<file path="src/rtl/dmem_ctrl_if.sv">
// Memory-side bus between the data-memory controller and its backing RAM.
// The controller takes the master modport, the RAM model takes the slave modport.
interface dmem_ctrl_if #(
  parameter int N  = 64,
  parameter int AW = 10
);
  logic          mem_req;
  logic          mem_we;
  logic [AW-1:0] mem_addr;
  logic [N-1:0]  mem_wdata;
  logic          mem_ack;
  logic [N-1:0]  mem_rdata;

  modport master (
    output mem_req, mem_we, mem_addr, mem_wdata,
    input  mem_ack, mem_rdata
  );

  modport slave (
    input  mem_req, mem_we, mem_addr, mem_wdata,
    output mem_ack, mem_rdata
  );
endinterface

</file>
<file path="src/rtl/dmem_ctrl.sv">
// Data-memory controller: turns pipeline load/store requests into a held
// request/acknowledge transaction on a doubleword-addressed RAM, stalling the pipeline meanwhile.
module dmem_ctrl #(
  parameter int N       = 64,
  parameter int AW      = 10,
  parameter int TIMEOUT = 16
) (
  input  logic         clk,
  input  logic         reset,
  input  logic [N-1:0] DM_addr,
  input  logic [N-1:0] DM_writeData,
  input  logic         DM_writeEnable,
  input  logic         DM_readEnable,
  output logic [N-1:0] DM_readData,
  output logic         stall,
  output logic         misaligned,
  output logic         timeout_err,
  dmem_ctrl_if.master  mem
);

  localparam int CW = $clog2(TIMEOUT + 1);

  typedef enum logic [1:0] {
    IDLE = 2'd0,
    REQ  = 2'd1,
    DONE = 2'd2
  } state_t;

  state_t        state;
  logic [AW-1:0] addr_q;
  logic [N-1:0]  wdata_q;
  logic          we_q;
  logic [N-1:0]  rdata_q;
  logic [CW-1:0] cnt;

  logic access;
  logic aligned;

  // Address bits above the doubleword index are deliberately dropped.
  logic unused_addr_hi;
  assign unused_addr_hi = ^DM_addr[N-1:AW+3];

  assign access  = DM_readEnable | DM_writeEnable;
  assign aligned = (DM_addr[2:0] == 3'b000);

  // NOTE: the outputs below are pure functions of registered state plus the
  // current request; a continuous assign cannot infer a latch.
  assign stall      = ((state == IDLE) && access && aligned) || (state == REQ);
  assign misaligned = (state == IDLE) && access && !aligned && !reset;
  assign DM_readData = misaligned ? '0 : rdata_q;

  assign mem.mem_req   = (state == REQ);
  assign mem.mem_we    = we_q;
  assign mem.mem_addr  = addr_q;
  assign mem.mem_wdata = wdata_q;

  // NOTE: every state element uses non-blocking assignment so all registers
  // update together from pre-edge values; reset is synchronous.
  always_ff @(posedge clk) begin
    if (reset) begin
      state       <= IDLE;
      addr_q      <= '0;
      wdata_q     <= '0;
      we_q        <= 1'b0;
      rdata_q     <= '0;
      cnt         <= '0;
      timeout_err <= 1'b0;
    end else begin
      case (state)
        IDLE: begin
          if (access && aligned) begin
            addr_q  <= DM_addr[AW+2:3];
            wdata_q <= DM_writeData;
            we_q    <= DM_writeEnable;  // store wins when both enables are high
            cnt     <= CW'(1);
            state   <= REQ;
          end
        end
        REQ: begin
          if (mem.mem_ack) begin
            if (!we_q) rdata_q <= mem.mem_rdata;
            state <= DONE;
          end else if (cnt == CW'(TIMEOUT)) begin
            timeout_err <= 1'b1;
            rdata_q     <= '0;
            state       <= DONE;
          end else begin
            cnt <= cnt + CW'(1);
          end
        end
        DONE:    state <= IDLE;
        default: state <= IDLE;
      endcase
    end
  end

endmodule

</file>
<file path="src/flat_wrapper.sv">
// flat-port wrapper written by rule: the top's interface ports become plain ports
module dmem_ctrl_flat 
#(
  parameter int N       = 64,
  parameter int AW      = 10,
  parameter int TIMEOUT = 16
)
  (clk, reset, DM_addr, DM_writeData, DM_writeEnable, DM_readEnable, DM_readData, stall, misaligned, timeout_err, mem_mem_req, mem_mem_we, mem_mem_addr, mem_mem_wdata, mem_mem_ack, mem_mem_rdata);
  dmem_ctrl_if #(.N(N), .AW(AW)) mem_i ();
  input  logic clk;
  input  logic reset;
  input  logic [N-1:0] DM_addr;
  input  logic [N-1:0] DM_writeData;
  input  logic DM_writeEnable;
  input  logic DM_readEnable;
  output logic [N-1:0] DM_readData;
  output logic stall;
  output logic misaligned;
  output logic timeout_err;
  output wire logic [$bits(mem_i.mem_req)-1:0] mem_mem_req;
  output wire logic [$bits(mem_i.mem_we)-1:0] mem_mem_we;
  output wire logic [$bits(mem_i.mem_addr)-1:0] mem_mem_addr;
  output wire logic [$bits(mem_i.mem_wdata)-1:0] mem_mem_wdata;
  input wire logic [$bits(mem_i.mem_ack)-1:0] mem_mem_ack;
  input wire logic [$bits(mem_i.mem_rdata)-1:0] mem_mem_rdata;
  assign mem_mem_req = mem_i.mem_req;
  assign mem_mem_we = mem_i.mem_we;
  assign mem_mem_addr = mem_i.mem_addr;
  assign mem_mem_wdata = mem_i.mem_wdata;
  assign mem_i.mem_ack = mem_mem_ack;
  assign mem_i.mem_rdata = mem_mem_rdata;
  dmem_ctrl #(.N(N), .AW(AW), .TIMEOUT(TIMEOUT)) u_core (.clk(clk), .reset(reset), .DM_addr(DM_addr), .DM_writeData(DM_writeData), .DM_writeEnable(DM_writeEnable), .DM_readEnable(DM_readEnable), .DM_readData(DM_readData), .stall(stall), .misaligned(misaligned), .timeout_err(timeout_err), .mem(mem_i));
endmodule
</file>
<file path="config.mk">
export PLATFORM = sky130hd
export DESIGN_NAME = dmem_ctrl_flat
export DESIGN_NICKNAME = d
export VERILOG_FILES = /design/src/rtl/dmem_ctrl_if.sv /design/src/rtl/dmem_ctrl.sv /design/src/flat_wrapper.sv
export SDC_FILE = /design/constraint.sdc
export NUM_CORES = 1
export LEC_CHECK = 0
export BUFFER_PORTS_ARGS = -buffer_cell sky130_fd_sc_hd__buf_2
export CORE_AREA = 2 2 131 133
export CTS_CLUSTER_DIAMETER = 60
export DETAILED_ROUTE_END_ITERATION = 10
export DIE_AREA = 0 0 133 135
export PLACE_DENSITY = 0.83
export SLEW_MARGIN = 5
export SYNTH_ARGS = -nofsm -noshare
export SYNTH_HDL_FRONTEND = slang
export SYNTH_SLANG_ARGS = --single-unit
export TNS_END_PERCENT = 5
</file>
<file path="constraint.sdc">
create_clock -name clk -period 1.9 [get_ports clk]
set_input_delay 0 -clock clk [delete_from_list [all_inputs] [get_ports clk]]
set_output_delay 0 -clock clk [all_outputs]
set_load 0.1 [all_outputs]
</file>
After elaboration in Yosys (flattened, before gate mapping)
Index checks and enable logic that the tools add are counted.

cells by class
  add/sub/neg operators = 1
  eq/ne operators = 7
  multiplexer cells = 12
  bitwise operators = 2
  reduce and logical (&&, ||, !) cells = 17

operator list
  kind                 count
  $mux 64              4
  $mux 5               3
  $pmux 5 s2           1
  $ne 2x2->1 const B   4
  $mux 2               3
  $reduce_and 3->1     2
  $add 5x1->5 const B  1
  $eq 5x5->1 const B   1
  $logic_and 1x1->1    5
  $pmux 2 s2           1
  $reduce_and 2->1     2
  $reduce_and 4->1     1
  $reduce_bool 2->1    2
  $logic_not 3->1      1
  $ne 3x1->1 const B   1
  $eq 2x1->1 const B   1
  $logic_not 1->1      2
  $logic_not 2->1      1
  $logic_or 1x1->1     1
  $not 1->1            1
  $or 1x1->1           1

storage, ports and cells
  flip-flop bits (word level) = 147
  input bits = 197
  output and inout bits = 143
  word-level logic and storage cells = 46

Longest topological paths before layout
Gate-level depths: netlist (run 1).

  depth after elaboration = 5
  gate-level depth with buffers = 7
  mapped depth without buffers = 5

Worst setup path before layout (run 1)
OpenSTA, ideal clock, no wires.

  path type = flip-flop to output port
  from = reg u_core.state[1]
  to = out stall
  arrival time = 3.286 ns
  required time = 1.900 ns
  slack = -1.386 ns
  cell stages (with the launch flop) = 6
  buffers on the path = 3
  cells stage by stage = dfxtp_1 -> or2_1 -> clkbuf_1 -> buf_2 -> buf_2 -> o31ai_1

between the ends
  cells in the longest elaborated chain, start to end = 4
  elaborated cells on any way between the ends = 5
  classes of those cells = eq/ne (1); reduce/logical (4)

ends and longest elaborated chain
  item                            RTL line            source
  start: declaration              dmem_ctrl.sv:29     state_t state;
  start signal: assignment        dmem_ctrl.sv:61     state <= IDLE;
  start signal: assignment        dmem_ctrl.sv:76     state <= REQ;
  start signal: assignment        dmem_ctrl.sv:82     state <= DONE;
  $logic_not 2->1                 dmem_ctrl.sv:48     assign stall = ((state == IDLE) && access && aligned) || (state == REQ);
  $logic_and 1x1->1 (2 in a row)  dmem_ctrl.sv:48
  $logic_or 1x1->1 *              dmem_ctrl.sv:48
  end: declaration                flat_wrapper.sv:17  output logic stall;

Mark *: on every way between the ends. The rest lies on a longest branch, timed or not.

Worst setup path after layout (run 1)
  from = reg u_core.state[0]
  to = out DM_readData[18]

between the ends
  cells in the longest elaborated chain, start to end = 5

ends and longest elaborated chain
  item                            RTL line            source
  $logic_not 2->1                 dmem_ctrl.sv:49     assign misaligned = (state == IDLE) && access && !aligned && !reset;
  $logic_and 1x1->1 (3 in a row)  dmem_ctrl.sv:49
  $mux 64                         dmem_ctrl.sv:50     assign DM_readData = misaligned ? '0 : rdata_q;
  end: declaration                flat_wrapper.sv:16  output logic [N-1:0] DM_readData;

No other way between the ends.

==> metrics.md, run 1 <==
| Metric | Value |
|---|---|
| Status | `finished, violations left` |
| Failing checks | `setup timing` |
| CTS Sinks | `147` |
| Max IR drop VDD | `572 uV` |
| EDFF count, synth | `0` |
| Overall routing resource usage | `0.284` |
| Netlist Area Pre-Place | `0.00659 mm2` |
| Number of CTS-inserted buffers | `17` |
| CP Launch Type | `flop` |
| Die area | `0.0180 mm2` |
| CP endpoint kind | `output port` |
| Clk slew on worst S/H paths | `60 ps` |
| RSZ-0062 raised after global routing | `true` |
| Area grow syn2layout | `69.1%` |
| DRC viols | `0` |
| Fmax | `0.520 GHz` |
| Critical Path Fanout Max | `8` |
| Vias in the first global route | `8008` |
| Dpl hpwl | `12.2 mm` |
| CTS tree | `yes` |
| Most instantiated cells after synthesis | `147 x dfxtp_1, 140 x a21oi_1, 76 x o31ai_1, 74 x nand4_1` |
| Hold Violations, Final | `0` |
| Final count of negative-setup-slack endpoints | `13` |
| Static Leak | `4.44 nW` |
| Top-area cell type share of the netlist area | `0.446` |
| Worst-skew pair later-pin latency | `410 ps` |
| Global placement routability congestion | `0.767` |
| Asr flop ratio synth | `0` |
| Power per Cell Area | `752 mW/mm2` |
| Fin util | `0.680` |
| Post-Synthesis Cells | `775` |
| Max Buffers Root-to-Sink | `2` |
| Io pins | `340` |
| Area contributors post-synth | `dfxtp_1 45%, a21oi_1 11%, o31ai_1 8.7%, o211ai_1 7.3%, nand4_1 7.0%` |
| Max Cap Viol | `0` |
| Register bit total from synthesis | `147` |
| Drt wl/cell | `20.0 um` |
| Initial Util | `0.402` |
| Layout cell share with drive strength beyond 1 | `0.334` |
| Die height | `135 um` |
| Non-Filler Instances | `1384` |
| Row count | `47` |
| Most common cell in the netlist | `dfxtp_1` |
| Skew final | `8.85 ps` |
| Total grt overflow | `0` |
| Largest net degree at the start of global routing | `149` |
| DIE WIDTH | `133 um` |
| Final Net Count | `1348` |
| Placed cell count | `1198` |
| Warnings from Yosys | `0` |
| Max-Slew Margin vs Limit | `0.505` |
| Worst Hold Class | `input pin to flop` |
| Area leader, netlist | `dfxtp_1` |
| Initial DRC Count | `654` |
| Port Buffers | `288` |
| Core area | `0.0164 mm2` |
| H-tree depth | `4` |
| Slew Viols, Final | `0` |
| TritonRoute pass-1 iters | `5` |
| Total power | `8.39 mW` |
| Antenna violations before repair | `2` |
| Net count after synthesis | `974` |
| R2r setup slk | `70 ps` |
| Final setup TNS | `-139 ps` |
| Req. time, crit path | `1900 ps` |
| Final ANT Viol Nets | `0` |
| Sequential cell area fraction in the yosys report | `0.446` |
| Via/cell ratio | `5.87` |
| Routed wire length | `27.6 mm` |
| Final Cycle Share | `1.01` |
| Post-synthesis area per instance | `8.51 um2` |
| Top_reg_cell synth | `dfxtp_1` |
| Final setup margin | `-23.3 ps` |
| Minimum clock period | `1920 ps` |
| Yosys cell types | `37` |
| Data arrival time of the worst path | `1920 ps` |
| Routed vias | `8125` |
| Crit Path Class | `flop to output port` |
| Clock Root Buffer | `clkbuf_16` |
| Global-route wire length before repair | `41.2 mm` |
| Slew of the pin with the lowest slew margin | `743 ps` |
-- worst max-delay path, stage by stage, from the launching register on --
cell,delay [ps]
dfxtp_2,320
or2_4,260
nor4_4,260
buf_6,160
buf_12,120
buf_12,140
nor2b_1,70
buf_6,180
-- repair_timing --
action | in CTS | in global routing
resized for setup | 163 | 35
setup endpoints to repair | 65 | 76
endpoints found under the hold margin | 140 | 0
buffers inserted | 8 | 0
gates cloned | 5 | 0
hold buffers | 140 | 0
pin swaps | 2 | 1
-- flip-flops by register name, indices dropped and copies added, names as in the netlist --
signal                flops
u_core.mem.mem_we         1
u_core.timeout_err        1
u_core.state              2
u_core.cnt                5
u_core.mem.mem_addr      10
u_core.rdata_q           64
u_core.mem.mem_wdata     64
-- placed cells by master, fill, tap and decap left out, drive strengths merged, types with 3 or more instances in the layout --
master       Yosys  layout
nand2           64      64
o31ai           76      76
nor2             6       6
nand3            3       3
bufinv           0       3
inv              4       8
dlygate4sd3      0     140
dfxtp          147     147
nor2b           64      64
o21ba            3       3
a21oi          140     140
clkbuf          51      24
o211ai          64      64
buf             52     317
a211oi           4       4
nand4           74      74
-- metal layers --
metal	part of all wire	vias up	global-route usage
li1	-	3627	-
met1	0.38	3822	0.337
met4	0.048	0	0.152
met3	0.097	103	0.0871
met5	0	-	0
met2	0.48	573	0.462
-- worst paths after layout --
check        cells after the start                  endpoint                      from
min                              3           u_core.state[0]                     reset
min reg2reg                      2  u_core.mem.mem_wdata[46]  u_core.mem.mem_wdata[46]
max                              7           DM_readData[18]           u_core.state[0]
max reg2reg                      5  u_core.mem.mem_wdata[21]           u_core.state[0]
-- power breakdown --
part | leakage [nW] | internal, mW | switching (mW)
logic | 2.94 | 0.556 | 0.981
registers | 1.19 | 3.15 | 0.0382
clock network | 0.317 | 2.30 | 1.36
total | 4.44 | 6.00 | 2.38
-- metrics by stage --
step	hold WS, ps	cell area (um2)	setup slack [ps]
final	174	11100	-23.3
after global placement	242	8260	213
after global routing	202	11100	-91.3
after floorplan	136	6650	-484
after CTS	195	11000	-81.7
after detailed placement	245	8260	168
-- final cells by class --
cell class	count	area, um2
Fill cell	1100	5260
Timing Repair Buffer	458	3920
Multi-Input combinational cell	521	3340
Sequential cell	147	2950
Clock buffer	23	508
Tap cell	220	275
Clock inverter	9	138
Inverter	4	15.0
Antenna cell	2	5.00
-- cell families (layout without fill, tap and decap cells) --
group	Yosys count	count (layout)	share of synthesized area
AO/OA/AOI/OAI	294	294	0.283
adder cells (fa/ha/maj)	2	2	0.00380
buffers and inverters	107	494	0.0759
flip-flops	147	147	0.446
multiplexers	1	1	0.00152
other	0	2	0
AND/OR/NAND/NOR	224	224	0.190
Power figures use the tool's default switching activity.
==> run 2, diff against run 1 <==
Settings changed: ABC_AREA from default to 1, PLACE_DENSITY 0.83 to 0.8.
==> run 2 against run 1 <==
Global-route usage is 3.1 points lower; flip-flop and latch count stayed put; hold slack worse by 9.7 ps; final area is 2.6% lower; sequential power is 1% higher; first-iteration DRC count is 11% lower; critical path type unchanged; the run now ends clean; via count is 6.5% lower; combinational power is 12% higher; critical endpoint is now DM_readData[57]; count of clock-buffer cells in the layout is 5 lower; non-clock buffer count is 6 lower; power is 1.4% lower.
==> metrics.md, run 2 <==
| Metric | Value |
|---|---|
| Top-area cell type share of the netlist area | `0.478 (+0.0318)` |
| Area grow syn2layout | `76.4%` |
| Asr flop ratio synth | `0 (unchanged)` |
| Layout cell share with drive strength beyond 1 | `0.289 (-0.0450)` |
| Power per Cell Area | `762 mW/mm2 (+1.3%)` |
| Share of power burned in combinational logic | `0.208 (+0.025)` |
| Max Cap Viol | `0 (unchanged)` |
| Multiplexer share of the synthesized area | `0 (-0.00152)` |
| Synth Area in Compound Gates | `0.117 (-0.166)` |
| Largest net degree at the start of global routing | `76 (-49%)` |
| DRC viols | `0 (unchanged)` |
| XOR/XNOR share of the synthesized area | `0 (unchanged)` |
| Warnings from Yosys | `0 (unchanged)` |
| Share of total power in sequential cells | `0.391 (+0.011)` |
| Max IR drop VDD | `610 uV (+6.7%)` |
| Max-Slew Margin vs Limit | `0.551 (+0.0461)` |
| Most instantiated cells after synthesis | `222 x nor2_1, 147 x dfxtp_1, 74 x inv_1, 71 x nand3_1, 68 x a21oi_1` |
| Reg2reg start | `u_core.cnt[0]` |
| Die height | `135 um (unchanged)` |
| Net count after synthesis | `1034 (+6.2%)` |
| Antenna violations before repair | `4 (+2)` |
| Final count of negative-setup-slack endpoints | `0 (-13)` |
| Hold Violations, Final | `0 (unchanged)` |
| Static Leak | `4.52 nW (+1.7%)` |
| Status | `finished, final reports clean` |
| Largest stage delay, worst path | `330 ps (about the same)` |
| CTS Sinks | `147 (unchanged)` |
| Dpl hpwl | `12.5 mm (+2.3%)` |
| H-tree depth | `4 (unchanged)` |
| Clk network pwr share | `0.401 (-0.036)` |
| Port Buffers | `288 (unchanged)` |
| Largest family of logic cells by synthesized area | `simple AND/OR/NAND/NOR gates` |
| Hold WS | `164 ps (-9.67 ps)` |
| Vias in the first global route | `7500 (-6.3%)` |
| Setup crit end | `DM_readData[57]` |
| EDFF count, synth | `0 (unchanged)` |
| Data arrival time of the worst path | `1820 ps (-100 ps)` |
| Die area | `0.0180 mm2 (unchanged)` |
| Routed vias | `7594 (-6.5%)` |
| Final ANT Viol Nets | `0 (unchanged)` |
| Slew of the pin with the lowest slew margin | `674 ps (-69.1 ps)` |
| Sw power | `2.64 mW (+11%)` |
| Worst Hold Class | `input pin to flop` |
| Overall routing resource usage | `0.253 (-0.0308)` |
| Commonest non-fill, non-tap cell in the layout | `buf_2` |
| Clock Root Buffer | `clkbuf_16` |
| Fmax | `0.549 GHz (+5.5%)` |
| Global placement routability congestion | `0.773 (+0.74%)` |
| Most frequent cells in the layout | `221 x buf_2, 220 x nor2_1, 146 x dfxtp_1` |
| Worst-skew pair later-pin latency | `430 ps (+20 ps)` |
| Area leader, netlist | `dfxtp_1` |
| Minimum clock period | `1820 ps (-101 ps)` |
| Crit-path most repeated cell | `inv_2` |
| Clk slew on worst S/H paths | `60 ps (about the same)` |
| Slew Viols, Final | `0 (unchanged)` |
| Initial Util | `0.375 (-0.0267)` |
| DP Area | `0.00866 mm2 (+4.9%)` |
| Switching share of power | `0.319 (+0.0350)` |
| R2r setup slk | `280 ps (+210 ps)` |
| Global-route wire length before repair | `36.5 mm (-11%)` |
| Routed wire length | `24.2 mm (-13%)` |
| RSZ-0062 raised after global routing | `false` |
| Register bit total from synthesis | `147 (unchanged)` |
| Post-Synthesis Cells | `835 (+7.7%)` |
| CP endpoint kind | `output port` |
| Req. time, crit path | `1900 ps (about the same)` |
| Sequential cell area fraction in the yosys report | `0.478 (+0.0318)` |
| TritonRoute pass-1 iters | `5 (unchanged)` |
| Via/cell ratio | `5.16 (-12%)` |
| Skew final | `9.40 ps (+0.544 ps)` |
| Post-Synth Adder-Cell Area | `0.00407 (+0.000270)` |
| Final Net Count | `1432 (+6.2%)` |
| Top_reg_cell synth | `dfxtp_1` |
| CP Cell Sequence | `inv_2 -> nand2_2 -> nor2_4 -> inv_2 -> nor3_4 -> buf_6 -> clkbuf_16 -> nor2_1 -> buf_12` |
| Drt wl/cell | `16.4 um (-18%)` |
| Most common cell in the netlist | `nor2_1` |
| Worst R2R Path Depth | `10 (+5)` |
| Core area | `0.0164 mm2 (unchanged)` |
| Final Cycle Share | `0.959 (-0.0530)` |
| Internal power | `5.63 mW (-6.2%)` |
| Critical Path Fanout Max | `15 (+7)` |
| Max Buffers Root-to-Sink | `2 (unchanged)` |
| Row count | `47 (unchanged)` |
| Area contributors post-synth | `dfxtp_1 48%, nor2_1 14%, nand4_1 6.5%, nand3_1 5.8%, a21oi_1 5.5%` |
| Initial DRC Count | `584 (-11%)` |
| Critical path's slowest cell | `dfxtp_2` |
| Synth Area in Simple Gates | `0.284 (+0.0938)` |
| Stages on worst setup path | `9 (+2)` |
| Design area | `0.0109 mm2 (-2.6%)` |
| Total grt overflow | `0 (unchanged)` |
| Largest delay contributor family on the critical path | `buffers and inverters` |
| Io pins | `340 (unchanged)` |
| Crit Path Class | `flop to output port` |
| Post-synthesis area per instance | `7.37 um2 (-13%)` |
| Critical R2R Capture | `u_core.rdata_q[40]` |
| Number of CTS-inserted buffers | `17 (unchanged)` |
| Netlist Area Pre-Place | `0.00615 mm2 (-6.6%)` |
| Critical path startpoint | `u_core.state[0]` |
| CP Launch Type | `flop` |
| Sum of buffers and inverters on the critical path | `5 (+1)` |
| Yosys cell types | `24 (-35%)` |
| Total power | `8.27 mW (-1.4%)` |
| DIE WIDTH | `133 um (unchanged)` |
| CTS tree | `yes` |
-- run 2: worst min path at each step --
stage | from | endpoint | slack, ps | depth (start not counted)
2_1_floorplan | DM_writeEnable | u_core.mem.mem_we | 140 | 2
3_3_place_gp | DM_addr[5] | u_core.mem.mem_addr[2] | 230 | 3
6_report | mem_mem_ack | u_core.state[0] | 160 | 4
3_5_place_dp | DM_addr[9] | u_core.mem.mem_addr[6] | 240 | 3
4_1_cts | mem_mem_ack | u_core.state[0] | 160 | 4
5_1_grt | mem_mem_ack | u_core.rdata_q[61] | 220 | 4
-- run 2: worst reg2reg max path: stages, from the launching register on --
cell and delay, ps:
dfxtp_1 410, inv_1 70, ha_1 190, nand2_1 60, inv_1 30, nand2_1 70
inv_1 50, nand2_2 70, buf_12 260, nand3_1 170, a21oi_1 170
-- run 2: cell type report --
class                           instances  area (um2)
Fill cell                            1126        5550
Timing Repair Buffer                  452        4240
Sequential cell                       147        2940
Multi-Input combinational cell        534        2500
Clock buffer                           18         439
Inverter                               81         304
Tap cell                              220         275
Clock inverter                         14         141
Antenna cell                            5        12.5
-- run 2: per-stage QoR --
step                TNS (ps)  cells  utilization  setup WS, ps
floorplan             -16120    835            -          -347
global placement           0   1281        0.528           393
detailed placement         0   1281        0.528           307
CTS                    -1020   1461        0.654         -35.6
global route               0   1469        0.661          8.16
finish                     0   1471        0.662          77.5
-- run 2: cell families (layout without fill, tap and decap cells) --
group	after synthesis	in the layout
other	0	5
buffers and inverters	154	565
AO/OA/AOI/OAI	143	143
AND/OR/NAND/NOR	389	389
adder cells (fa/ha/maj)	2	2
flip-flops	147	147
-- run 2: what timing repair did --
item                                    4_1_cts  5_1_grt
pin swaps                                     1        2
cloned                                        1        4
setup buffers                                 3        1
hold buffers                                144        0
resized for setup                             1        6
endpoints found under the setup margin       61       62
endpoints found under the hold margin       141        0
-- run 2: power groups by stage --
stage / registers (mW) / logic [mW] / clock network [mW]
after CTS: 3.22 / 1.63 / 3.36
after floorplan: 3.82 / 0.468 / 0
final: 3.23 / 1.72 / 3.32
after global placement: 3.29 / 1.36 / 0
after detailed placement: 3.29 / 1.37 / 0
after global routing: 3.24 / 1.79 / 3.50
-- run 2: metal layers --
metal | track usage | up-vias | share of wire
li1 | - | 3530 | -
met1 | 0.275 | 3525 | 0.36
met2 | 0.445 | 443 | 0.51
met3 | 0.0679 | 96 | 0.078
met4 | 0.147 | 0 | 0.048
met5 | 0 | - | 0
==> run 3, diff against run 2 <==
Settings changed: CORE_AREA 2 2 131 133 to 2 2 134 136, CTS_BUF_LIST from default to sky130_fd_sc_hd__clkbuf_8, DIE_AREA 0 0 133 135 to 0 0 136 138, PLACE_DENSITY 0.8 to 0.77, SETUP_SLACK_MARGIN from default to 0.5.
==> run 3 against run 2 <==
Flip-flop and latch count unchanged; final area is 13% higher; routed wire length is 19% higher; critical path type is now flop to flop.
==> metrics.md, run 3 (same netlist as run 2, synthesis figures left out) <==
| Metric | Value |
|---|---|
| Status | `finished, final reports clean` |
| CP Cell Sequence | `inv_2 -> ha_2 -> nand2_1 -> inv_1 -> nand2_1 -> inv_1 -> nand2_2 -> buf_16 -> nand3_1 -> a21oi_1` |
| Most frequent cells in the layout | `221 x buf_2, 143 x dfxtp_1, 140 x dlygate4sd3_1` |
| Slew of the pin with the lowest slew margin | `685 ps (+11.5 ps)` |
| Final Net Count | `1440 (+0.56%)` |
| Data arrival time of the worst path | `2230 ps (+410 ps)` |
| Row count | `49 (+4.3%)` |
| R2r setup slk | `10 ps (-270 ps)` |
| Design area | `0.0123 mm2 (+13%)` |
| Crit Path Class | `flop to flop` |
| Minimum clock period | `1890 ps (+64.3 ps)` |
| Largest net degree at the start of global routing | `76 (unchanged)` |
| Routed wire length | `28.9 mm (+19%)` |
| H-tree depth | `4 (unchanged)` |
| CP endpoint kind | `flop` |
| Port Buffers | `288 (unchanged)` |
| Critical path startpoint | `u_core.cnt[0]` |
| Hold WS | `133 ps (-31.0 ps)` |
| Area grow syn2layout | `99.8%` |
| Io pins | `340 (unchanged)` |
| Max Buffers Root-to-Sink | `2 (unchanged)` |
| Fin util | `0.701 (+0.0397)` |
| Layout cell share with drive strength beyond 1 | `0.498 (+0.209)` |
| Max-Slew Margin vs Limit | `0.543 (-0.00765)` |
| Die height | `138 um (+2.2%)` |
| Static Leak | `4.71 nW (+4.2%)` |
| Final setup margin | `13.1 ps (-64.3 ps)` |
| Global-route wire length before repair | `39.9 mm (+9.2%)` |
| Initial Util | `0.351 (-0.0241)` |
| DIE WIDTH | `136 um (+2.3%)` |
| Req. time, crit path | `2250 ps (+350 ps)` |
| Initial DRC Count | `458 (-22%)` |
| Max IR drop VDD | `471 uV (-23%)` |
| Largest stage delay, worst path | `410 ps (+80 ps)` |
| CTS Sinks | `147 (unchanged)` |
| Routed vias | `7944 (+4.6%)` |
| Worst-skew pair later-pin latency | `450 ps (+20 ps)` |
| CP Launch Type | `flop` |
| Dpl hpwl | `13.2 mm (+5.4%)` |
| Final count of negative-setup-slack endpoints | `0 (unchanged)` |
| Non-Filler Instances | `1483 (+0.82%)` |
| Final setup TNS | `0 ps (unchanged)` |
| Power per Cell Area | `632 mW/mm2 (-17%)` |
| Placed cell count | `1300 (+1.5%)` |
| Skew final | `18.3 ps (+8.86 ps)` |
| Hold Violations, Final | `0 (unchanged)` |
| Critical R2R Capture | `u_core.rdata_q[38]` |
| Fmax | `0.530 GHz (-3.4%)` |
| RSZ-0062 raised after global routing | `true` |
| Clock Root Buffer | `clkbuf_8` |
| Commonest non-fill, non-tap cell in the layout | `buf_2` |
| Setup crit end | `u_core.rdata_q[38]` |
| Critical Path Fanout Max | `65 (+50)` |
| Worst slack at placement | `330 ps (+22.3 ps)` |
| Antenna violations before repair | `1 (-3)` |
| Worst Hold Class | `input pin to flop` |
| Stages on worst setup path | `10 (+1)` |
| DP Area | `0.00923 mm2 (+6.5%)` |
| Largest delay contributor family on the critical path | `buffers and inverters` |
| Via/cell ratio | `5.36 (+3.8%)` |
| Drt wl/cell | `19.5 um (+18%)` |
| Antenna cells | `0 (-5)` |
| Worst R2R Path Depth | `10 (unchanged)` |
| Slew Viols, Final | `0 (unchanged)` |
| CTS tree | `yes` |
| TritonRoute pass-1 iters | `5 (unchanged)` |
| Vias in the first global route | `7790 (+3.9%)` |
| Number of CTS-inserted buffers | `17 (unchanged)` |
| Clk slew on worst S/H paths | `100 ps (+40 ps)` |
| DRC viols | `0 (unchanged)` |
| Overall routing resource usage | `0.267 (+0.0143)` |
| Die area | `0.0188 mm2 (+4.5%)` |
| Core area | `0.0175 mm2 (+6.9%)` |
| Critical path's slowest cell | `buf_16` |
| Final ANT Viol Nets | `0 (unchanged)` |
| Global placement routability congestion | `0.789 (+2.0%)` |
| Total grt overflow | `0 (unchanged)` |
| Max Cap Viol | `0 (unchanged)` |
| Sum of buffers and inverters on the critical path | `4 (-1)` |
| Total power | `7.77 mW (-6.1%)` |
| Final Cycle Share | `0.993 (+0.0339)` |
| Reg2reg start | `u_core.cnt[0]` |
## run 3: changes by cell type in the layout (fill, tap and decap cells not counted), sizes merged
cell | previous run | this run
buf | 305 | 320
clkbuf | 21 | 17
clkinvlp | 3 | 2
diode | 5 | 0
dlygate4sd3 | 144 | 140
inv | 89 | 91
## run 3: how the worst min path moves through the flow
| stage | end | startpoint | slack (ps) | cells past startpoint |
|---|---|---|---|---|
| after floorplan | u_core.mem.mem_we | DM_writeEnable | 140 | 2 |
| after global placement | u_core.mem.mem_addr[6] | DM_addr[9] | 240 | 3 |
| after detailed placement | u_core.mem.mem_addr[6] | DM_addr[9] | 240 | 3 |
| after CTS | u_core.state[0] | DM_addr[2] | 90 | 6 |
| after global routing | u_core.state[0] | DM_addr[2] | 150 | 6 |
| final | u_core.state[0] | DM_addr[0] | 130 | 6 |
## run 3: timing repair
| item | CTS | global route |
|---|---|---|
| setup endpoints to repair | 134 | 211 |
| hold endpoints to repair | 139 | 0 |
| gates cloned | 2 | 0 |
| hold buffers | 140 | 0 |
| resized for setup | 105 | 191 |
| pin swaps | 90 | 166 |
| setup buffers | 7 | 2 |
## run 3: final cells by class
type | count | area, um2
sequential | 147 | 2950
clock inverter | 15 | 158
tap | 229 | 287
timing repair buffer | 460 | 4390
clock buffer | 17 | 234
multi-input combinational | 534 | 3970
fill | 1110 | 5240
inverter | 81 | 314
## run 3: worst register-to-register path: cells and delay by family, from the launching register on
| kind | cells | cell delay (ps) |
|---|---|---|
| buf+inv | 4 | 550 |
| simple gates | 4 | 430 |
| compound gates | 1 | 280 |
| fa+ha+maj | 1 | 160 |
| flops | 1 | 380 |
## run 3: routing by layer
metal  global-route usage  wire (um)
met1                0.296      10200
met2                0.464      14600
met3               0.0763       2720
met4                0.130       1290
met5                    0         13
## run 3: power breakdown
group	total [mW]	internal, mW	switching (mW)
Sequential	3.26	3.17	0.0822
Clock	2.50	1.10	1.41
Combinational	2.01	0.693	1.31
